===== config.mk =====
export PLATFORM = sky130hd
export DESIGN_NAME = apb_logic_op_master
export DESIGN_NICKNAME = d
export VERILOG_FILES = /design/src/rtl/apb_logic_op_pkg.sv /design/src/rtl/apb_master_xfer.sv /design/src/rtl/apb_logic_op_master.sv
export SDC_FILE = /design/constraint.sdc
export NUM_CORES = 1
export LEC_CHECK = 0
export ABC_AREA = 1
export BUFFER_PORTS_ARGS = -buffer_cell sky130_fd_sc_hd__buf_2
export CELL_PAD_IN_SITES_DETAIL_PLACEMENT = 1
export CELL_PAD_IN_SITES_GLOBAL_PLACEMENT = 1
export CORE_MARGIN = 2
export CORE_UTILIZATION = 30
export DETAILED_ROUTE_END_ITERATION = 7
export PLACE_DENSITY_LB_ADDON = 0.12
export SETUP_SLACK_MARGIN = 0.5
export SYNTH_ARGS = -nofsm -noshare
export SYNTH_HDL_FRONTEND = slang
export SYNTH_SLANG_ARGS = --single-unit

===== constraint.sdc =====
create_clock -name PCLK -period 2 [get_ports PCLK]
set_clock_uncertainty 0.05 [all_clocks]
set_input_delay 0.3 -clock PCLK [delete_from_list [all_inputs] [get_ports PCLK]]
set_output_delay 0.3 -clock PCLK [all_outputs]
set_load 0.01 [all_outputs]

===== src/rtl/apb_logic_op_pkg.sv =====
// Shared types for the logic-op APB master: register map, opcodes, FSM states.
// Helpers map a sequence step to its slave offset and write data.
package apb_logic_op_pkg;

  localparam logic [31:0] ADDR_OP1  = 32'h0;
  localparam logic [31:0] ADDR_OP2  = 32'h4;
  localparam logic [31:0] ADDR_CTRL = 32'h8;
  localparam logic [31:0] ADDR_RES  = 32'hC;

  typedef enum logic [1:0] {
    OP_NONE = 2'd0,
    OP_AND  = 2'd1,
    OP_OR   = 2'd2,
    OP_XOR  = 2'd3
  } opcode_e;

  // Transfer-engine states; RESP belongs to the command sequencer.
  typedef enum logic [2:0] {
    ST_IDLE   = 3'd0,
    ST_SETUP  = 3'd1,
    ST_ACCESS = 3'd2,
    ST_GAP    = 3'd3,
    ST_RESP   = 3'd4
  } state_e;

  typedef enum logic [1:0] {
    SEQ_IDLE = 2'd0,
    SEQ_RUN  = 2'd1,
    SEQ_RESP = 2'd2
  } seq_state_e;

  localparam logic [1:0] STEP_RES = 2'd3;

  function automatic logic [31:0] step_offset(input logic [1:0] step);
    logic [31:0] off;
    case (step)
      2'd0:    off = ADDR_OP1;
      2'd1:    off = ADDR_OP2;
      2'd2:    off = ADDR_CTRL;
      default: off = ADDR_RES;
    endcase
    return off;
  endfunction

  function automatic logic [31:0] step_wdata(input logic [1:0]  step,
                                             input logic [31:0] op1,
                                             input logic [31:0] op2,
                                             input opcode_e     opc);
    logic [31:0] wd;
    case (step)
      2'd0:    wd = op1;
      2'd1:    wd = op2;
      2'd2:    wd = {30'b0, opc};
      default: wd = 32'h0;
    endcase
    return wd;
  endfunction

endpackage


===== src/rtl/apb_master_xfer.sv =====
// Single APB transfer engine: SETUP, ACCESS until PREADY or timeout, then one GAP cycle.
// Latency: 1 SETUP + >=1 ACCESS + 1 GAP; a start accepted in GAP chains straight into SETUP.
// Backpressure: stalls in ACCESS while PREADY is low, aborting with err after TIMEOUT_CYCLES.
module apb_master_xfer
  import apb_logic_op_pkg::*;
#(
  parameter int unsigned TIMEOUT_CYCLES = 16
) (
  input  logic        clk,
  input  logic        rst,
  input  logic        start,
  input  logic [31:0] start_addr,
  input  logic        start_write,
  input  logic [31:0] start_wdata,
  output logic        psel,
  output logic        penable,
  output logic        pwrite,
  output logic [31:0] paddr,
  output logic [31:0] pwdata,
  input  logic [31:0] prdata,
  input  logic        pready,
  input  logic        pslverr,
  output logic        done,
  output logic        err,
  output logic [31:0] rdata
);

  localparam logic [7:0] TMO_LAST = 8'(TIMEOUT_CYCLES - 1);

  state_e      state_q, state_d;
  logic [7:0]  tmo_q, tmo_d;
  logic [31:0] paddr_q, paddr_d;
  logic [31:0] pwdata_q, pwdata_d;
  logic        pwrite_q, pwrite_d;
  logic        err_q, err_d;
  logic [31:0] rdata_q, rdata_d;

  always_ff @(posedge clk) begin
    if (rst) begin
      state_q  <= ST_IDLE;
      tmo_q    <= 8'd0;
      paddr_q  <= 32'h0;
      pwdata_q <= 32'h0;
      pwrite_q <= 1'b0;
      err_q    <= 1'b0;
      rdata_q  <= 32'h0;
    end else begin
      state_q  <= state_d;
      tmo_q    <= tmo_d;
      paddr_q  <= paddr_d;
      pwdata_q <= pwdata_d;
      pwrite_q <= pwrite_d;
      err_q    <= err_d;
      rdata_q  <= rdata_d;
    end
  end

  always_comb begin
    state_d  = state_q;
    tmo_d    = tmo_q;
    paddr_d  = paddr_q;
    pwdata_d = pwdata_q;
    pwrite_d = pwrite_q;
    err_d    = err_q;
    rdata_d  = rdata_q;
    case (state_q)
      ST_IDLE, ST_GAP: begin
        state_d = ST_IDLE;
        if (start) begin
          state_d  = ST_SETUP;
          paddr_d  = start_addr;
          pwdata_d = start_wdata;
          pwrite_d = start_write;
          err_d    = 1'b0;
          rdata_d  = 32'h0;
        end
      end
      ST_SETUP: begin
        state_d = ST_ACCESS;
        tmo_d   = 8'd0;
      end
      ST_ACCESS: begin
        if (pready) begin
          state_d = ST_GAP;
          if (pslverr) begin
            err_d   = 1'b1;
            rdata_d = 32'h0;
          end else if (!pwrite_q) begin
            rdata_d = prdata;
          end
        end else if (tmo_q == TMO_LAST) begin
          state_d = ST_GAP;
          err_d   = 1'b1;
          rdata_d = 32'h0;
        end else begin
          tmo_d = tmo_q + 8'd1;
        end
      end
      default: state_d = ST_IDLE;
    endcase
  end

  assign psel    = (state_q == ST_SETUP) || (state_q == ST_ACCESS);
  assign penable = (state_q == ST_ACCESS);
  assign pwrite  = pwrite_q;
  assign paddr   = paddr_q;
  assign pwdata  = pwdata_q;
  assign done    = (state_q == ST_GAP);
  assign err     = err_q;
  assign rdata   = rdata_q;

endmodule


===== src/rtl/apb_logic_op_master.sv =====
// Runs one logic-op command as wr op1, wr op2, wr control, rd result over APB.
// Latency: four transfers of SETUP+ACCESS+GAP, then RESP until rsp_ready.
// Backpressure: cmd_ready only in IDLE; response held stable until rsp_ready.
module apb_logic_op_master
  import apb_logic_op_pkg::*;
#(
  parameter int unsigned TIMEOUT_CYCLES = 16,
  parameter logic [31:0] BASE_ADDR      = 32'h0
) (
  input  logic        PCLK,
  input  logic        PRESET,
  input  logic        cmd_valid,
  output logic        cmd_ready,
  input  logic [31:0] cmd_op1,
  input  logic [31:0] cmd_op2,
  input  logic [1:0]  cmd_opcode,
  output logic        rsp_valid,
  input  logic        rsp_ready,
  output logic [31:0] rsp_data,
  output logic        rsp_err,
  output logic        PSEL,
  output logic        PENABLE,
  output logic        PWRITE,
  output logic [31:0] PADDR,
  output logic [31:0] PWDATA,
  input  logic [31:0] PRDATA,
  input  logic        PREADY,
  input  logic        PSLVERR
);

  seq_state_e  seq_q, seq_d;
  logic [1:0]  step_q, step_d;
  logic [31:0] op1_q, op1_d;
  logic [31:0] op2_q, op2_d;
  opcode_e     opc_q, opc_d;
  logic [31:0] rsp_data_q, rsp_data_d;
  logic        rsp_err_q, rsp_err_d;

  logic        xfer_start;
  logic [1:0]  xfer_step;
  logic [31:0] src_op1, src_op2;
  opcode_e     src_opc;
  logic [31:0] xfer_addr, xfer_wdata;
  logic        xfer_write;
  logic        xfer_done, xfer_err;
  logic [31:0] xfer_rdata;

  always_ff @(posedge PCLK) begin
    if (PRESET) begin
      seq_q      <= SEQ_IDLE;
      step_q     <= 2'd0;
      op1_q      <= 32'h0;
      op2_q      <= 32'h0;
      opc_q      <= OP_NONE;
      rsp_data_q <= 32'h0;
      rsp_err_q  <= 1'b0;
    end else begin
      seq_q      <= seq_d;
      step_q     <= step_d;
      op1_q      <= op1_d;
      op2_q      <= op2_d;
      opc_q      <= opc_d;
      rsp_data_q <= rsp_data_d;
      rsp_err_q  <= rsp_err_d;
    end
  end

  always_comb begin
    seq_d      = seq_q;
    step_d     = step_q;
    op1_d      = op1_q;
    op2_d      = op2_q;
    opc_d      = opc_q;
    rsp_data_d = rsp_data_q;
    rsp_err_d  = rsp_err_q;
    xfer_start = 1'b0;
    xfer_step  = step_q;
    src_op1    = op1_q;
    src_op2    = op2_q;
    src_opc    = opc_q;
    case (seq_q)
      SEQ_IDLE: begin
        // The first transfer launches from the live command so SETUP follows the handshake directly.
        if (cmd_valid) begin
          op1_d      = cmd_op1;
          op2_d      = cmd_op2;
          opc_d      = opcode_e'(cmd_opcode);
          step_d     = 2'd0;
          seq_d      = SEQ_RUN;
          xfer_start = 1'b1;
          xfer_step  = 2'd0;
          src_op1    = cmd_op1;
          src_op2    = cmd_op2;
          src_opc    = opcode_e'(cmd_opcode);
        end
      end
      SEQ_RUN: begin
        if (xfer_done) begin
          if (xfer_err) begin
            rsp_err_d  = 1'b1;
            rsp_data_d = 32'h0;
            seq_d      = SEQ_RESP;
          end else if (step_q == STEP_RES) begin
            rsp_err_d  = 1'b0;
            rsp_data_d = xfer_rdata;
            seq_d      = SEQ_RESP;
          end else begin
            step_d     = step_q + 2'd1;
            xfer_start = 1'b1;
            xfer_step  = step_q + 2'd1;
          end
        end
      end
      SEQ_RESP: begin
        if (rsp_ready) seq_d = SEQ_IDLE;
      end
      default: seq_d = SEQ_IDLE;
    endcase
  end

  assign xfer_addr  = BASE_ADDR + step_offset(xfer_step);
  assign xfer_write = (xfer_step != STEP_RES);
  assign xfer_wdata = step_wdata(xfer_step, src_op1, src_op2, src_opc);

  apb_master_xfer #(
    .TIMEOUT_CYCLES(TIMEOUT_CYCLES)
  ) u_xfer (
    .clk        (PCLK),
    .rst        (PRESET),
    .start      (xfer_start),
    .start_addr (xfer_addr),
    .start_write(xfer_write),
    .start_wdata(xfer_wdata),
    .psel       (PSEL),
    .penable    (PENABLE),
    .pwrite     (PWRITE),
    .paddr      (PADDR),
    .pwdata     (PWDATA),
    .prdata     (PRDATA),
    .pready     (PREADY),
    .pslverr    (PSLVERR),
    .done       (xfer_done),
    .err        (xfer_err),
    .rdata      (xfer_rdata)
  );

  assign cmd_ready = (seq_q == SEQ_IDLE);
  assign rsp_valid = (seq_q == SEQ_RESP);
  assign rsp_data  = rsp_data_q;
  assign rsp_err   = rsp_err_q;

endmodule


==> impl_metrics.ini <==
[yosys]
largest_cells_by_area_after_synthesis = dfxtp_1 (45%), nand2_1 (14%), o21a_1 (5.6%), a21oi_1 (5.3%), nor2_1 (4.5%)
dominantRegCellSynth = dfxtp_1
synth_sequential_area_ratio = 0.448
synth_area_per_cell_um2 = 7.39
synth_commonest_cells = nand2_1 (293), dfxtp_1 (181), nor2_1 (97), a21oi_1 (86), inv_1 (84)
ys.warnings.count = 0
synth_area_mm2 = 0.00808
ys_async_sr_fraction = 0
synth_simple_gate_area_frac = 0.290
mux_cell_area_share_after_synthesis = 0
synth_edf_count = 0
netlist_instances = 1094
main_combinational_cell_family_by_area_after_synthesis = simple AND/OR/NAND/NOR gates
synthDistinctLibCells = 35
postSynthRegisterBits = 181
post-synth-top-area-cell = dfxtp_1
synth-compound-area-share = 0.146
post_synth_xor_xnor_area = 0.00217
synth_adder_area_share = 0.00619
synthMostInstantiatedCell = nand2_1
synth_top_cell_area_share = 0.448

[timing]
setup_viol_count_final = 0
max_freq_mhz = 527
final_worst_path_period_share = 0.949
report.final.hold_viol_count = 0
period_minus_slack_ns = 1.90
report.final.slew_viol_count = 0
setup_tns_ns = 0
grt_setup_unrepaired = yes

[clock_network]
number_of_clock_sinks = 181
clock_insertion_delay_worst_skew_ns = 0.43
cts.hold.buffers_added = 0
clock_tree_buffer_depth = 2
numCtsBuffers = 17
cts-htree-levels = 4
clock-root-buffer = clkbuf_16
tritoncts = yes
clk_transition_reported_paths_ns = 0.08

[flow_run]
cap_violations = 0

[global_route]
antenna_found_initial = 6
grt_first_pass_wirelength_mm = 39.7
grt_usage = 0.176
gr-total-overflow = 0
grt_pass1_vias = 7438
largest_net_degree_at_the_start_of_global_routing = 71

[placed_design]
place.gp.congestion = 0.714
count_of_buffers_from_port_buffering = 175
place.detailed.hpwl_mm = 15.5

[drt]
antenna_violating_nets_left = 0
routed_length_per_placed_instance_um = 16.1
routed_wl_mm = 26.8
routed_via_density = 4.55
post-route-drc-count = 0
drt_iter0_drc = 285
vias = 7583
detailedRoute.firstPassIterationCount = 4

[finish]
final_core_util = 0.426
layout-area-overhead-vs-synth_pct = 40.7
drive_gt1_frac = 0.373
final_net_count = 1418
multi_input_comb_area_mm2 = 0.00422
filler_cell_count = 3266
sequential_cell_area_mm2 = 0.00364

[setup_path]
timing_worst_setup_path_type = flip-flop to flip-flop
worstRegToRegCells = 13
critPathLaunchType = flip-flop
r2r_end = u_xfer.rdata[5]
rrSetupSlack_ns = 0.10
crit_required_ns = 2.26
crit_path_max_fanout = 6
timing.critical_path.arrival_ns = 2.16
endpoint_kind_of_the_worst_setup_timing_path = flip-flop
ff_to_ff_start = u_xfer.state_q[1]

[die]
die_w_um = 168
io_pins = 206
floorplan.die_area_mm2 = 0.0283
die_y_um = 168
placementRows = 60
core-area_mm2 = 0.0267
start_util = 0.302

[power]
power_report.internal_total_w = 0.00826
static-leakage-power_nw = 5.13
p_sw_frac = 0.353
pwr_density_cell_mw_per_mm2 = 1120
netSwitchingPower_w = 0.00451
clock_power_share = 0.262
power.share.sequential = 0.348
power_frac_comb = 0.390
max-vdd-ir-drop_uv = 535

[min_path]
worst_hold_path_type = input port to flip-flop
hp-start = cmd_op1[0]
hold-path-endpoint = op1_q[0]
hold_path_depth = 3

[run_status]
outcome = completed
[critical path, cell delays in order, from the launching register on]
cell and delay, ns:
dfxtp_4 0.36, buf_6 0.12, ha_4 0.18, inv_4 0.06, nor2_2 0.03, o21ai_2 0.07
nand2_2 0.10, nor3_4 0.21, buf_6 0.16, buf_12 0.13, buf_12 0.14, nand2_2 0.04
o21ai_1 0.07, nor2_1 0.05
[sequential cells by signal (all words and copies together), names as in the netlist]
signal and flops:
op1_q 32, op2_q 32, opc_q 2, rsp_data 32, rsp_err 1, seq_q 2
step_q 2, u_xfer.err 1, u_xfer.paddr 2, u_xfer.pwdata 32, u_xfer.pwrite 1, u_xfer.rdata 32
u_xfer.state_q 2, u_xfer.tmo_q 8
[worst max path at each step]
stage                            startpoint                 to  slack (ns)
after global routing      u_xfer.state_q[0]  u_xfer.pwdata[27]        0.02
after detailed placement  u_xfer.state_q[1]   u_xfer.rdata[28]        0.03
after floorplan           u_xfer.state_q[1]   u_xfer.rdata[22]        0.25
after global placement    u_xfer.state_q[1]   u_xfer.rdata[31]        0.06
after CTS                 u_xfer.state_q[1]   u_xfer.rdata[26]        0.17
final                     u_xfer.state_q[1]    u_xfer.rdata[5]        0.10
[what timing repair did]
action                                  4_1_cts  5_1_grt
endpoints found under the setup margin       83      175
pin swaps                                    12       20
buffers inserted                             16       17
gates cloned                                  7       15
gates resized for setup                      74      136
[final cells by class]
class | instances | area share
multi-input cells | 760 | 0.371
flip-flops and latches | 181 | 0.320
repair buffers | 261 | 0.188
clock buffers | 20 | 0.0401
well taps | 341 | 0.0375
inverters | 88 | 0.0321
clock inverters | 12 | 0.00979
repair inverters | 1 | 0.00143
diodes | 2 | 0.000440
[power groups by stage]
stage               logic [W]  clock network [W]  registers, W
detailed placement    0.00320                  0       0.00449
global placement      0.00316                  0       0.00448
CTS                   0.00432            0.00345       0.00443
finish                0.00498            0.00334       0.00445
floorplan             0.00232                  0       0.00450
global route          0.00542            0.00361       0.00451
[layer usage]
metal,global-route usage,wire length (um),vias up,part of all wire
met5,0,55,-,0.0020
met4,0.0506,378,8,0.014
met3,0.0409,1150,24,0.043
met2,0.298,12900,133,0.48
met1,0.224,12300,3604,0.46
li1,-,-,3814,-
[layout by cell type, fill, tap and decap left out, drive strengths merged]
cell type	n
a21oi	87
a221oi	1
buf	250
bufbuf	1
clkbuf	30
clkinv	8
clkinvlp	3
conb	30
dfxtp	181
diode	2
ha	4
inv	90
nand2	298
nand3	47
nand4	2
nor2	119
nor3	9
nor3b	1
o21a	60
o21ai	38
o21bai	1
or2	61
xor2	2
[cells by family after synthesis]
group | Yosys count
buffers and inverters | 182
other | 1
and+or+nand+nor | 537
AOI/OAI and AO/OA | 187
DFF | 181
xor gates and xnor gates | 2
adders and majority gates | 4
[stage by stage]
step / hold slack [ns] / area [um^2] / total power [W] / instances / setup WS (ns)
6_report: 0.0995 / 11400 / 0.0128 / 1666 / 0.101
5_1_grt: 0.0932 / 11400 / 0.0135 / 1665 / 0.0227
4_1_cts: 0.0801 / 10500 / 0.0122 / 1632 / 0.174
3_5_place_dp: 0.404 / 9370 / 0.00769 / 1577 / 0.0259
3_3_place_gp: 0.402 / 9370 / 0.00764 / 1577 / 0.0584
2_1_floorplan: 0.397 / 8270 / 0.00682 / 1123 / 0.255
(Power assumes the default switching activity.)
